--- src/rtl/uart_mem_loader_pkg.sv ---
// Shared constants and state encodings for the UART memory loader.
// Optional checksum byte is enabled by defining LOADER_CHECKSUM_EN.
package loader_pkg;

   localparam logic [7:0] CMD_INSTR = 8'h49;
   localparam logic [7:0] CMD_DATA  = 8'h44;

   typedef enum logic [2:0] {
      IDLE,
      CNT_LO,
      CNT_HI,
      DATA,
      CHK,
      FINISH
   } frame_state_t;

   typedef enum logic [1:0] {
      RX_IDLE,
      RX_START,
      RX_BITS,
      RX_STOP
   } rx_state_t;

   function automatic logic is_cmd(input logic [7:0] b);
      return (b == CMD_INSTR) || (b == CMD_DATA);
   endfunction

endpackage

--- src/rtl/uart_mem_loader_if.sv ---
// Memory write port and status bundle driven by the UART memory loader.
interface uart_mem_loader_if #(
   parameter int ADDR_W = 10
);
   logic              wr_en;
   logic              wr_sel;
   logic [ADDR_W-1:0] wr_addr;
   logic [31:0]       wr_data;
   logic              busy;
   logic              done;
   logic              err;

   modport master (
      output wr_en, wr_sel, wr_addr, wr_data, busy, done, err
   );

   modport slave (
      input wr_en, wr_sel, wr_addr, wr_data, busy, done, err
   );
endinterface

--- src/rtl/uart_mem_loader_rx_byte.sv ---
// 8N1 byte receiver: 2-flop synchronizer, mid-bit sampling down-counter, LSB-first shifter.
//   state    | meaning
//   RX_IDLE  | waiting for a falling edge on the synchronized line
//   RX_START | half-bit wait, then start bit re-checked (high = false start)
//   RX_BITS  | sampling 8 data bits one bit period apart
//   RX_STOP  | sampling the stop bit; high = byte valid, low = framing error
module uart_rx_byte
   import loader_pkg::*;
#(
   parameter int CLKS_PER_BIT = 868
) (
   input  logic       clk,
   input  logic       reset,
   input  logic       i_rx,
   output logic [7:0] o_byte,
   output logic       o_byte_valid,
   output logic       o_frame_err
);

   localparam int              CNT_W = $clog2(CLKS_PER_BIT);
   localparam logic [CNT_W-1:0] HALF = CNT_W'(CLKS_PER_BIT / 2 - 1);
   localparam logic [CNT_W-1:0] FULL = CNT_W'(CLKS_PER_BIT - 1);

   rx_state_t        r_state;
   logic             r_rx_s1;
   logic             r_rx_s2;
   logic             r_rx_s3;
   logic [CNT_W-1:0] r_cnt;
   logic [2:0]       r_bit_idx;
   logic [7:0]       r_shift;
   logic             r_byte_valid;
   logic             r_frame_err;
   logic             w_fall;

   // Edge, not level: a line held low after a framing error must not restart reception.
   assign w_fall = ~r_rx_s2 & r_rx_s3;

   always_ff @(posedge clk or negedge reset) begin
      if (!reset) begin
         r_state      <= RX_IDLE;
         r_rx_s1      <= 1'b1;
         r_rx_s2      <= 1'b1;
         r_rx_s3      <= 1'b1;
         r_cnt        <= '0;
         r_bit_idx    <= '0;
         r_shift      <= '0;
         r_byte_valid <= 1'b0;
         r_frame_err  <= 1'b0;
      end else begin
         r_rx_s1      <= i_rx;
         r_rx_s2      <= r_rx_s1;
         r_rx_s3      <= r_rx_s2;
         r_byte_valid <= 1'b0;
         r_frame_err  <= 1'b0;
         case (r_state)
            RX_IDLE: begin
               if (w_fall) begin
                  r_state <= RX_START;
                  r_cnt   <= HALF;
               end
            end
            RX_START: begin
               if (r_cnt != '0) begin
                  r_cnt <= r_cnt - 1'b1;
               end else if (r_rx_s2) begin
                  r_state <= RX_IDLE;
               end else begin
                  r_state   <= RX_BITS;
                  r_cnt     <= FULL;
                  r_bit_idx <= '0;
               end
            end
            RX_BITS: begin
               if (r_cnt != '0) begin
                  r_cnt <= r_cnt - 1'b1;
               end else begin
                  r_shift   <= {r_rx_s2, r_shift[7:1]};
                  r_cnt     <= FULL;
                  r_bit_idx <= r_bit_idx + 3'd1;
                  if (r_bit_idx == 3'd7) r_state <= RX_STOP;
               end
            end
            RX_STOP: begin
               if (r_cnt != '0) begin
                  r_cnt <= r_cnt - 1'b1;
               end else begin
                  r_state <= RX_IDLE;
                  if (r_rx_s2) r_byte_valid <= 1'b1;
                  else         r_frame_err  <= 1'b1;
               end
            end
            default: r_state <= RX_IDLE;
         endcase
      end
   end

   assign o_byte       = r_shift;
   assign o_byte_valid = r_byte_valid;
   assign o_frame_err  = r_frame_err;

endmodule

--- src/rtl/uart_mem_loader.sv ---
// UART boot loader: framed byte stream -> little-endian 32-bit memory writes.
// Define LOADER_CHECKSUM_EN to require a trailing XOR checksum byte per frame.
//   state  | meaning
//   IDLE   | discarding bytes until an 'I' or 'D' command byte
//   CNT_LO | expecting word count low byte
//   CNT_HI | expecting word count high byte
//   DATA   | assembling words, write strobe after every 4th byte
//   CHK    | expecting checksum byte (checksum build only)
//   FINISH | one-cycle settle after frame end
module uart_mem_loader
   import loader_pkg::*;
#(
   parameter int CLKS_PER_BIT = 868,
   parameter int ADDR_W       = 10
) (
   input  logic               clk,
   input  logic               reset,
   input  logic               rx,
   input  logic               load_en,
   uart_mem_loader_if.master  bus
);

   logic [7:0]        w_byte;
   logic              w_byte_valid;
   logic              w_frame_err;
   logic [15:0]       w_count;

   frame_state_t      r_state;
   logic              r_wr_en;
   logic              r_wr_sel;
   logic [ADDR_W-1:0] r_wr_addr;
   logic [31:0]       r_wr_data;
   logic              r_busy;
   logic              r_done;
   logic              r_err;
   logic [7:0]        r_cnt_lo;
   logic [15:0]       r_words_left;
   logic [1:0]        r_idx;
`ifdef LOADER_CHECKSUM_EN
   logic [7:0]        r_csum;
`endif

   uart_rx_byte #(
      .CLKS_PER_BIT (CLKS_PER_BIT)
   ) u_rx (
      .clk          (clk),
      .reset        (reset),
      .i_rx         (rx),
      .o_byte       (w_byte),
      .o_byte_valid (w_byte_valid),
      .o_frame_err  (w_frame_err)
   );

   assign w_count = {w_byte, r_cnt_lo};

   always_ff @(posedge clk or negedge reset) begin
      if (!reset) begin
         r_state      <= IDLE;
         r_wr_en      <= 1'b0;
         r_wr_sel     <= 1'b0;
         r_wr_addr    <= '0;
         r_wr_data    <= '0;
         r_busy       <= 1'b0;
         r_done       <= 1'b0;
         r_err        <= 1'b0;
         r_cnt_lo     <= '0;
         r_words_left <= '0;
         r_idx        <= '0;
`ifdef LOADER_CHECKSUM_EN
         r_csum       <= '0;
`endif
      end else begin
         r_wr_en <= 1'b0;
         r_done  <= 1'b0;
         // Address advances the cycle after each strobe so the write sees a stable address.
         if (r_wr_en) r_wr_addr <= r_wr_addr + ADDR_W'(1);

         if (!load_en) begin
            r_state <= IDLE;
            r_busy  <= 1'b0;
            r_idx   <= '0;
         end else if (w_frame_err && (r_state != IDLE)) begin
            r_state <= IDLE;
            r_busy  <= 1'b0;
            r_err   <= 1'b1;
            r_idx   <= '0;
         end else begin
            case (r_state)
               IDLE: begin
                  if (w_byte_valid && is_cmd(w_byte)) begin
                     r_state   <= CNT_LO;
                     r_wr_sel  <= (w_byte == CMD_DATA);
                     r_wr_addr <= '0;
                     r_err     <= 1'b0;
                     r_busy    <= 1'b1;
                     r_idx     <= '0;
`ifdef LOADER_CHECKSUM_EN
                     r_csum    <= '0;
`endif
                  end
               end
               CNT_LO: begin
                  if (w_byte_valid) begin
                     r_cnt_lo <= w_byte;
                     r_state  <= CNT_HI;
                  end
               end
               CNT_HI: begin
                  if (w_byte_valid) begin
                     r_words_left <= w_count;
                     if (w_count != 16'd0) begin
                        r_state <= DATA;
                     end else begin
`ifdef LOADER_CHECKSUM_EN
                        r_state <= CHK;
`else
                        r_state <= FINISH;
                        r_done  <= 1'b1;
                        r_busy  <= 1'b0;
`endif
                     end
                  end
               end
               DATA: begin
                  if (w_byte_valid) begin
                     r_wr_data[{r_idx, 3'b000} +: 8] <= w_byte;
                     r_idx <= r_idx + 2'd1;
`ifdef LOADER_CHECKSUM_EN
                     r_csum <= r_csum ^ w_byte;
`endif
                     if (r_idx == 2'd3) begin
                        r_wr_en      <= 1'b1;
                        r_words_left <= r_words_left - 16'd1;
                        if (r_words_left == 16'd1) begin
`ifdef LOADER_CHECKSUM_EN
                           r_state <= CHK;
`else
                           r_state <= FINISH;
                           r_done  <= 1'b1;
                           r_busy  <= 1'b0;
`endif
                        end
                     end
                  end
               end
`ifdef LOADER_CHECKSUM_EN
               CHK: begin
                  if (w_byte_valid) begin
                     r_state <= FINISH;
                     r_busy  <= 1'b0;
                     if (w_byte == r_csum) r_done <= 1'b1;
                     else                  r_err  <= 1'b1;
                  end
               end
`endif
               FINISH:  r_state <= IDLE;
               default: r_state <= IDLE;
            endcase
         end
      end
   end

   assign bus.wr_en   = r_wr_en;
   assign bus.wr_sel  = r_wr_sel;
   assign bus.wr_addr = r_wr_addr;
   assign bus.wr_data = r_wr_data;
   assign bus.busy    = r_busy;
   assign bus.done    = r_done;
   assign bus.err     = r_err;

endmodule

--- src/flat_wrapper.sv ---
// flat-port wrapper written by rule: the top's interface ports become plain ports
module uart_mem_loader_flat import loader_pkg::*;
#(
   parameter int CLKS_PER_BIT = 868,
   parameter int ADDR_W       = 10
)
  (clk, reset, rx, load_en, bus_wr_en, bus_wr_sel, bus_wr_addr, bus_wr_data, bus_busy, bus_done, bus_err);
  uart_mem_loader_if #(.ADDR_W(ADDR_W)) bus_i ();
  input  logic clk;
  input  logic reset;
  input  logic rx;
  input  logic load_en;
  output wire logic [$bits(bus_i.wr_en)-1:0] bus_wr_en;
  output wire logic [$bits(bus_i.wr_sel)-1:0] bus_wr_sel;
  output wire logic [$bits(bus_i.wr_addr)-1:0] bus_wr_addr;
  output wire logic [$bits(bus_i.wr_data)-1:0] bus_wr_data;
  output wire logic [$bits(bus_i.busy)-1:0] bus_busy;
  output wire logic [$bits(bus_i.done)-1:0] bus_done;
  output wire logic [$bits(bus_i.err)-1:0] bus_err;
  assign bus_wr_en = bus_i.wr_en;
  assign bus_wr_sel = bus_i.wr_sel;
  assign bus_wr_addr = bus_i.wr_addr;
  assign bus_wr_data = bus_i.wr_data;
  assign bus_busy = bus_i.busy;
  assign bus_done = bus_i.done;
  assign bus_err = bus_i.err;
  uart_mem_loader #(.CLKS_PER_BIT(CLKS_PER_BIT), .ADDR_W(ADDR_W)) u_core (.clk(clk), .reset(reset), .rx(rx), .load_en(load_en), .bus(bus_i));
endmodule
--- config.mk ---
export PLATFORM = sky130hd
export DESIGN_NAME = uart_mem_loader_flat
export DESIGN_NICKNAME = d
export VERILOG_FILES = /design/src/rtl/uart_mem_loader_pkg.sv /design/src/rtl/uart_mem_loader_if.sv /design/src/rtl/uart_mem_loader_rx_byte.sv /design/src/rtl/uart_mem_loader.sv /design/src/flat_wrapper.sv
export SDC_FILE = /design/constraint.sdc
export NUM_CORES = 1
export LEC_CHECK = 0
export CAP_MARGIN = 20
export CORE_MARGIN = 2
export CORE_UTILIZATION = 57
export CTS_CLUSTER_DIAMETER = 60
export DETAILED_ROUTE_END_ITERATION = 7
export PLACE_DENSITY = 0.8
export SYNTH_ARGS = -nofsm -noshare
export SYNTH_HDL_FRONTEND = slang
export SYNTH_SLANG_ARGS = --single-unit
--- constraint.sdc ---
create_clock -name clk -period 2.53 [get_ports clk]
set_clock_uncertainty 0.2 [all_clocks]
set_input_delay 0.506 -clock clk [delete_from_list [all_inputs] [get_ports clk]]
set_output_delay 0.506 -clock clk [all_outputs]
set_load 0.01 [all_outputs]
==> results of run 1 <==
## metrics by stage
stage	hold slack, ns	total power [mW]	setup slack, ns
detailed placement	0.147	3.27	-0.0230
global placement	0.146	3.21	0.0457
CTS	0.164	4.37	0.199
global route	0.166	4.62	0.0209
finish	0.162	4.35	0.152
floorplan	0.0104	2.92	0.520
## synthesized netlist by cell type, types with 9 or more instances
cell type	count	area (um^2)
sky130_fd_sc_hd__buf_2	11	55.1
sky130_fd_sc_hd__nand2_1	88	330
sky130_fd_sc_hd__o21ai_0	45	225
sky130_fd_sc_hd__mux2_1	9	101
sky130_fd_sc_hd__ha_1	17	213
sky130_fd_sc_hd__o21ai_1	13	65.1
sky130_fd_sc_hd__dfrtp_1	101	2530
sky130_fd_sc_hd__inv_1	19	71.3
sky130_fd_sc_hd__clkbuf_1	14	52.6
sky130_fd_sc_hd__nor2_1	38	143
sky130_fd_sc_hd__nor3_1	16	80.1
sky130_fd_sc_hd__a21oi_1	32	160
sky130_fd_sc_hd__nand4_1	9	56.3
## metal layers
layer	part of all wire (%)	vias up	routed length [um]
met2	49	136	5800
met4	2.0	0	232
li1	-	2084	-
met3	4.4	24	525
met1	45	2135	5260
met5	0	-	0
## power breakdown
group / leakage, nW / internal, mW / total (mW) / switching (mW)
Combinational: 1.24 / 0.535 / 1.31 / 0.780
Clock: 0.100 / 0.479 / 1.09 / 0.616
Sequential: 1.36 / 1.78 / 1.94 / 0.164
## what timing repair did
| action | in CTS | in global routing |
|---|---|---|
| hold buffers | 1 | 0 |
| resized for setup | 0 | 0 |
| hold endpoints to repair | 28 | 0 |
## final cells by class
type | instances | area, um^2 | area share (%)
Multi-Input combinational cell | 400 | 2480 | 40.0
Sequential cell | 104 | 2610 | 42.0
Clock inverter | 7 | 85.1 | 1.37
Inverter | 19 | 71.3 | 1.15
Clock buffer | 9 | 124 | 2.00
Timing Repair Buffer | 73 | 698 | 11.3
Tap cell | 111 | 139 | 2.24
## state kept, by name (all words and copies together) (netlist names), named ones only
register / flops
u_core.u_rx.r_bit_idx: 3
u_core.bus.wr_data: 32
u_core.r_idx: 2
u_core.r_state: 3
u_core.u_rx.r_rx_s1: 1
u_core.bus.wr_sel: 1
u_core.u_rx.r_rx_s2: 1
u_core.r_cnt_lo: 8
u_core.u_rx.r_rx_s3: 1
u_core.u_rx.o_byte: 8
u_core.bus.busy: 1
u_core.bus.wr_en: 1
u_core.u_rx.o_byte_valid: 1
u_core.bus.wr_addr: 10
u_core.u_rx.o_frame_err: 1
u_core.bus.err: 1
u_core.u_rx.r_state: 1
u_core.bus.done: 1
u_core.u_rx.r_cnt: 10
u_core.r_words_left: 16
## worst min-delay path by stage
stage | startpoint | endpoint | slack (ns) | cells after the start
after detailed placement | u_core.u_rx.r_rx_s1 | u_core.u_rx.r_rx_s2 | 0.15 | 0
after CTS | u_core.u_rx.r_rx_s1 | u_core.u_rx.r_rx_s2 | 0.16 | 0
after global routing | u_core.u_rx.r_rx_s1 | u_core.u_rx.r_rx_s2 | 0.17 | 0
final | u_core.u_rx.r_rx_s1 | u_core.u_rx.r_rx_s2 | 0.16 | 0
after floorplan | reset | asynchronous set/reset pin | 0.01 | 0
after global placement | u_core.u_rx.r_rx_s1 | u_core.u_rx.r_rx_s2 | 0.15 | 0
## critical path: stages (launching register included)
cell and delay, ns:
sky130_fd_sc_hd__dfrtp_1 0.44, sky130_fd_sc_hd__inv_1 0.08, sky130_fd_sc_hd__ha_1 0.21, sky130_fd_sc_hd__or4b_1 0.58, sky130_fd_sc_hd__nor2_1 0.36, sky130_fd_sc_hd__nand4b_1 0.18, sky130_fd_sc_hd__o21ai_0 0.13, sky130_fd_sc_hd__a21oi_1 0.10
## kinds of logic after synthesis
kind of cell               Yosys count
and+or+nand+nor                    204
AOI/OAI and AO/OA                  150
DFF                                104
buffers and inverters               49
muxes                               20
adders and majority gates           17
xor gates and xnor gates             9
==> results.env, run 1 <==
VIA_PER_INST=6.06
CAP_VIOL_MAX_COUNT=0
POSTSYNTH.TOPFLOPCELL='sky130_fd_sc_hd__dfrtp_1'
INSERTION_DELAY_NS=0.37
FINAL_STANDARD_CELL_COUNT_WITH_TAPS_INCLUDED_AND_FILLERS_EXCLUDED=723
POSTSYNTHREGISTERBITS=104
SYNTH-COMPOUND-AREA-SHARE_PCT=17.9
SETUP_REPAIR_AFTER_GLOBAL_ROUTING_MISSED_ITS_MARGIN='false'
MIN_PERIOD_OVER_PERIOD_PCT=94.0
INITIAL_ANTENNA_VIOLATION_COUNT=0
GRT_MAX_DEGREE=42
REG2REG_SETUP_SLACK_NS=0.15
SETUP_TNS_NS=0
CRIT_ARRIVAL_NS=2.44
CTS_MAX_PATH_BUFFERS=2
AVGROUTEDWIREPERCELL_UM=16.3
STARTING_DENSITY_PCT=58.2
CRIT_FANOUT=6
CTS_SETUP_BUFFERS=0
LEAKAGEPOWER_nW=2.70
YOSYS.AREA_SHARE.ADDER_PCT=4.01
CLOCK.FMAX_MHz=421
CRITPATHCAPTURE='u_core.r_words_left[12]'
SYNTH_MUX_AREA_SHARE_PCT=4.18
SYNTH.CELL_AREA_MM2=0.00530
PLACE.PORT_BUFFERS=50
POST_SYNTH_XOR_AREA_FRACTION_PCT=1.49
SYNTH_AREA_PER_CELL_UM2=9.58
POSTLAYOUTCOREUTIL_PCT=68.1
RUN_STATUS='completed'
POSTPLACECELLAREA_MM2=0.00598
CTS_ROOT_BUFFER='sky130_fd_sc_hd__clkbuf_8'
SYNTH-SIMPLE-AREA-SHARE_PCT=19.2
GRT_USE_MET3_PCT=4.39
NUMBER_OF_DISTINCT_LIBRARY_CELL_VARIANTS_IN_THE_GATE_LEVEL_NETLIST_AFTER_SYNTHESIS=69
IR_WORST_VDD_mV=0.363
FIN_AREA_MM2=0.00620
FP.DIEW_UM=100
SETUP_VIOL=0
FINALWIRELENGTH_UM=11800
SYNTH_ENABLE_FLOP_CELLS=0
COMMONEST_NON_FILL_NON_TAP_CELL_IN_THE_LAYOUT='sky130_fd_sc_hd__dfrtp_1'
SYNTH_TOP_FAMILY_BY_AREA='simple AND/OR/NAND/NOR gates'
DRT_FIRST_PASS_ITERS=5
GRT_PASS1_VIAS=4162
FP.DIEH_UM=100
FINISH.NET_COUNT=628
CRIT-REG2REG-LAUNCH='u_core.r_words_left[0]'
FINALWEIGHTEDCONGESTION=0.988
GRT_MOST_USED_LAYER='met2'
DRC_ERRORS=0
INITIALDRTVIOLATIONCOUNT=294
FINAL_PERIOD_MINUS_WORST_SETUP_SLACK_NS=2.38
CRITICALPATHCATEGORY='reg2reg'
TIMING.MAX_SLEW.REL_SLACK_PCT=65.9
SYN-NUM-NETS=574
SHARE_OF_SYNTHESIZED_AREA_OCCUPIED_BY_FLIP_FLOPS_AND_LATCHES_PCT=49.2
COREAREA_MM2=0.00911
SETUP.WORST_PATH.START='u_core.r_words_left[0]'
ANTENNADIODECOUNT=0
H-TREE-DEPTH=3
ROWS=35
GRT_PASS1_WL_UM=20100
DRIVE_GT1_SHARE_PCT=9.97
SYNTH_WARN=0
WORST_SETUP_HOLD_PATH_CLK_SLEW_NS=0.11
AREA_GROWTH_PCT=17.0
TRITONCTS='built'
POSTROUTEANTENNANETS=0
GRT.MET2_USAGE_PCT=40.6
MOSTFREQUENTLAYOUTCELLS='sky130_fd_sc_hd__dfrtp_1, sky130_fd_sc_hd__nand2_1, sky130_fd_sc_hd__clkdlybuf4s50_1, sky130_fd_sc_hd__o21ai_0, sky130_fd_sc_hd__nor2_1'
N_FILL_CELL=677
PLACE.DETAILED.INSTANCES=706
ENDPOINT_KIND='flip-flop'
POSTSYNTHCELLCOUNT=553
REGTOREGENDPOINT='u_core.r_words_left[12]'
SYNTH-ASYNC-RESET-RATIO_PCT=100
CLKSINKCOUNT=104
REQUIRED_NS=2.59
CTS_MADE_BUFFERS=9
WORSTSETUPSTARTPOINTTYPE='flip-flop'
GRT.TOTAL_USAGE_PCT=25.0
POST-DP-HPWL_UM=8410
VIAS=4379
IO_PINS=51
HP-CLASS='reg2reg'
HOLD_VIOL_FINAL=0
FF2FF_PATH_DEPTH=7
GR-USAGE-MET1_PCT=34.1
GRT_OVERFLOW_TOTAL=0
POWER_DENSITY_mW_PER_MM2=702
DIE_AREA_MM2=0.0101
TIMING.FINAL.MAX_SLEW_VIOLATIONS=0
TIGHTEST_SLEW_NS=0.510
Note: power is estimated with default switching activity, not from simulation.
==> run 2: changes to the inputs <==
--- a/config.mk
+++ b/config.mk
@@ -10,6 +10,7 @@
 export CORE_UTILIZATION = 57
 export CTS_CLUSTER_DIAMETER = 60
 export DETAILED_ROUTE_END_ITERATION = 7
+export GPL_ROUTABILITY_DRIVEN = 0
 export PLACE_DENSITY = 0.8
 export SYNTH_ARGS = -nofsm -noshare
 export SYNTH_HDL_FRONTEND = slang
==> run 2 against run 1 <==
Net effect: maximum frequency is 2.1% higher; critical path type unchanged; cell count down 0.41%; sequential share of layout area grew 0.25 points; highest routed layer unchanged; total power is essentially flat; global-route usage barely moved; sequential cell count unchanged.
==> results.env, run 2 (same netlist as run 1, synthesis figures left out) <==
RUN_STATUS='completed'
REG2REG_SETUP_SLACK_NS=0.20  # +0.05 ns
CP_SLOWEST_CELL='sky130_fd_sc_hd__or4b_1'
TIMING.MAX_SLEW.REL_SLACK_PCT=62.5  # -3.4 points
FP.DIEW_UM=100  # unchanged
GRT_PASS1_VIAS=4143  # -0.46%
VIA_PER_INST=6.02  # -0.59%
TRITONCTS='built'
ANTENNADIODECOUNT=0  # unchanged
CTS_MADE_BUFFERS=9  # unchanged
SETUP_REPAIR_AFTER_GLOBAL_ROUTING_MISSED_ITS_MARGIN='false'
FP.DIEH_UM=100  # unchanged
POSTPLACECELLAREA_MM2=0.00595  # -0.59%
HP-CLASS='reg2reg'
FINAL.SETUP.WORST_SLACK_NS=0.201  # +0.0487 ns
INITIALDRTVIOLATIONCOUNT=239  # -19%
CAP_VIOL_MAX_COUNT=0  # unchanged
CTS_REPAIR_RESIZE_COUNT=0  # unchanged
CRIT_ARRIVAL_NS=2.39  # -0.05 ns
INSERTION_DELAY_NS=0.38  # about the same
AREA_GROWTH_PCT=16.4
SETUP_VIOL=0  # unchanged
CRIT_FANOUT=6  # unchanged
REPORT.POWER.TOTAL_mW=4.35  # about the same
HOLD_SLACK_NS=0.161  # -0.00136 ns
POSTLAYOUTCOREUTIL_PCT=67.7  # -0.40 points
CLOCK.FMAX_MHz=429  # +2.1%
REQUIRED_NS=2.59  # about the same
DRIVE_GT1_SHARE_PCT=9.52  # -0.44 points
PLACEMENT.SETUP.WORST_SLACK_NS=-0.0649  # -0.0419 ns
FINAL_PERIOD_MINUS_WORST_SETUP_SLACK_NS=2.33  # -0.0487 ns
FIN_AREA_MM2=0.00617  # -0.58%
TIMING.CRITICAL_PATH.SLOWEST_CELL_DELAY_NS=0.57  # about the same
COREAREA_MM2=0.00911  # unchanged
VIAS=4335  # -1.0%
ROWS=35  # unchanged
FINISH.NET_COUNT=625  # -0.48%
PLACE.PORT_BUFFERS=50  # unchanged
N_FILL_CELL=697  # +3.0%
POWER_DENSITY_mW_PER_MM2=706  # +0.61%
COMMONEST_NON_FILL_NON_TAP_CELL_IN_THE_LAYOUT='sky130_fd_sc_hd__dfrtp_1'
POSTROUTEANTENNANETS=0  # unchanged
DIE_AREA_MM2=0.0101  # unchanged
DRC_ERRORS=0  # unchanged
TIGHTEST_SLEW_NS=0.548  # +0.0380 ns
CRITICALPATHCATEGORY='reg2reg'
WORST_SETUP_HOLD_PATH_CLK_SLEW_NS=0.10  # about the same
MIN_PERIOD_OVER_PERIOD_PCT=92.0  # -1.9 points
GRT_PASS1_WL_UM=20000  # -0.41%
AVGROUTEDWIREPERCELL_UM=16.5  # +1.2%
GRT_OVERFLOW_TOTAL=0  # unchanged
FINALWIRELENGTH_UM=11900  # +0.81%
LEAKAGEPOWER_nW=2.68  # -0.60%
TIMING.FINAL.MAX_SLEW_VIOLATIONS=0  # unchanged
IO_PINS=51  # unchanged
ENDPOINT_KIND='flip-flop'
CTS_MAX_PATH_BUFFERS=2  # unchanged
HOLD_VIOL_FINAL=0  # unchanged
CELLS_ALONG_THE_CRITICAL_PATH='inv_1, ha_1, or4b_1, nor2_1, nand4b_1, o21ai_0, a21oi_1'
PLACE.DETAILED.INSTANCES=703  # -0.42%
SETUP_TNS_NS=0  # unchanged
DRT_FIRST_PASS_ITERS=4  # -1
FINAL_STANDARD_CELL_COUNT_WITH_TAPS_INCLUDED_AND_FILLERS_EXCLUDED=720  # -0.41%
MOSTFREQUENTLAYOUTCELLS='sky130_fd_sc_hd__dfrtp_1, sky130_fd_sc_hd__nand2_1, sky130_fd_sc_hd__clkdlybuf4s50_1, sky130_fd_sc_hd__o21ai_0, sky130_fd_sc_hd__nor2_1'
IR_WORST_VDD_mV=0.369  # +1.9%
GRT_MAX_DEGREE=70  # +67%
CTS_SETUP_BUFFERS=0  # unchanged
CTS_ROOT_BUFFER='sky130_fd_sc_hd__clkbuf_8'
INITIAL_ANTENNA_VIOLATION_COUNT=0  # unchanged
STARTING_DENSITY_PCT=58.2  # unchanged
LARGEST_REGISTER_FFS=32  # unchanged
GRT.TOTAL_USAGE_PCT=25.0  # about the same
H-TREE-DEPTH=3  # unchanged
WORSTSETUPSTARTPOINTTYPE='flip-flop'
POST-DP-HPWL_UM=8360  # -0.56%
CLKSINKCOUNT=104  # unchanged
-- run 2: cell types whose count changed in the layout (fill, tap and decap cells not counted), sizes merged --
cell / change
buf: -3
clkinvlp: -1
clkinv: +1
-- run 2: final timing paths --
| kind | startpoint | endpoint | depth (start not counted) |
|---|---|---|---|
| worst max register to register | u_core.r_words_left[0] | u_core.r_words_left[12] | 7 |
| min in group asynchronous | reset | u_core.bus.wr_data[16] | 2 |
| max in group asynchronous | reset | u_core.u_rx.r_rx_s1 | 3 |
| worst min-delay path | u_core.u_rx.r_rx_s1 | u_core.u_rx.r_rx_s2 | 0 |
| worst min register to register | u_core.u_rx.r_rx_s1 | u_core.u_rx.r_rx_s2 | 0 |
| worst max-delay path | u_core.r_words_left[0] | u_core.r_words_left[12] | 7 |
-- run 2: report_power, final --
part / leakage, nW / total, mW / internal (mW) / switching, mW
logic: 1.22 / 1.31 / 0.525 / 0.782
registers: 1.36 / 1.95 / 1.78 / 0.168
clock network: 0.103 / 1.10 / 0.477 / 0.622
-- run 2: routing by layer --
metal | track usage (%) | routed length (um) | vias to the layer above
met2 | 40.3 | 5740 | 142
li1 | - | - | 2074
met1 | 33.6 | 5230 | 2083
met4 | 12.3 | 395 | 0
met5 | 0 | 0 | -
met3 | 2.99 | 546 | 36
-- run 2: final cells by class --
| type | count | area [um^2] | share of cell area [%] |
|---|---|---|---|
| multi-input cells | 400 | 2480 | 40.2 |
| clock inverters | 7 | 83.8 | 1.36 |
| inverters | 19 | 71.3 | 1.16 |
| well taps | 111 | 139 | 2.25 |
| flip-flops and latches | 104 | 2610 | 42.3 |
| repair buffers | 70 | 663 | 10.8 |
| clock buffers | 9 | 124 | 2.01 |
-- run 2: repair_timing --
action	CTS	global route
endpoints found under the hold margin	18	0
hold buffers	1	0
endpoints found under the setup margin	0	0
-- run 2: worst max-delay path, delay by kind of cell, from the launching register on --
kind,cells,cell delay (ns)
buffers and inverters,1,0.09
AND/OR/NAND/NOR,3,1.08
flip-flops,1,0.45
AO/OA/AOI/OAI,2,0.18
adder cells (fa/ha/maj),1,0.22
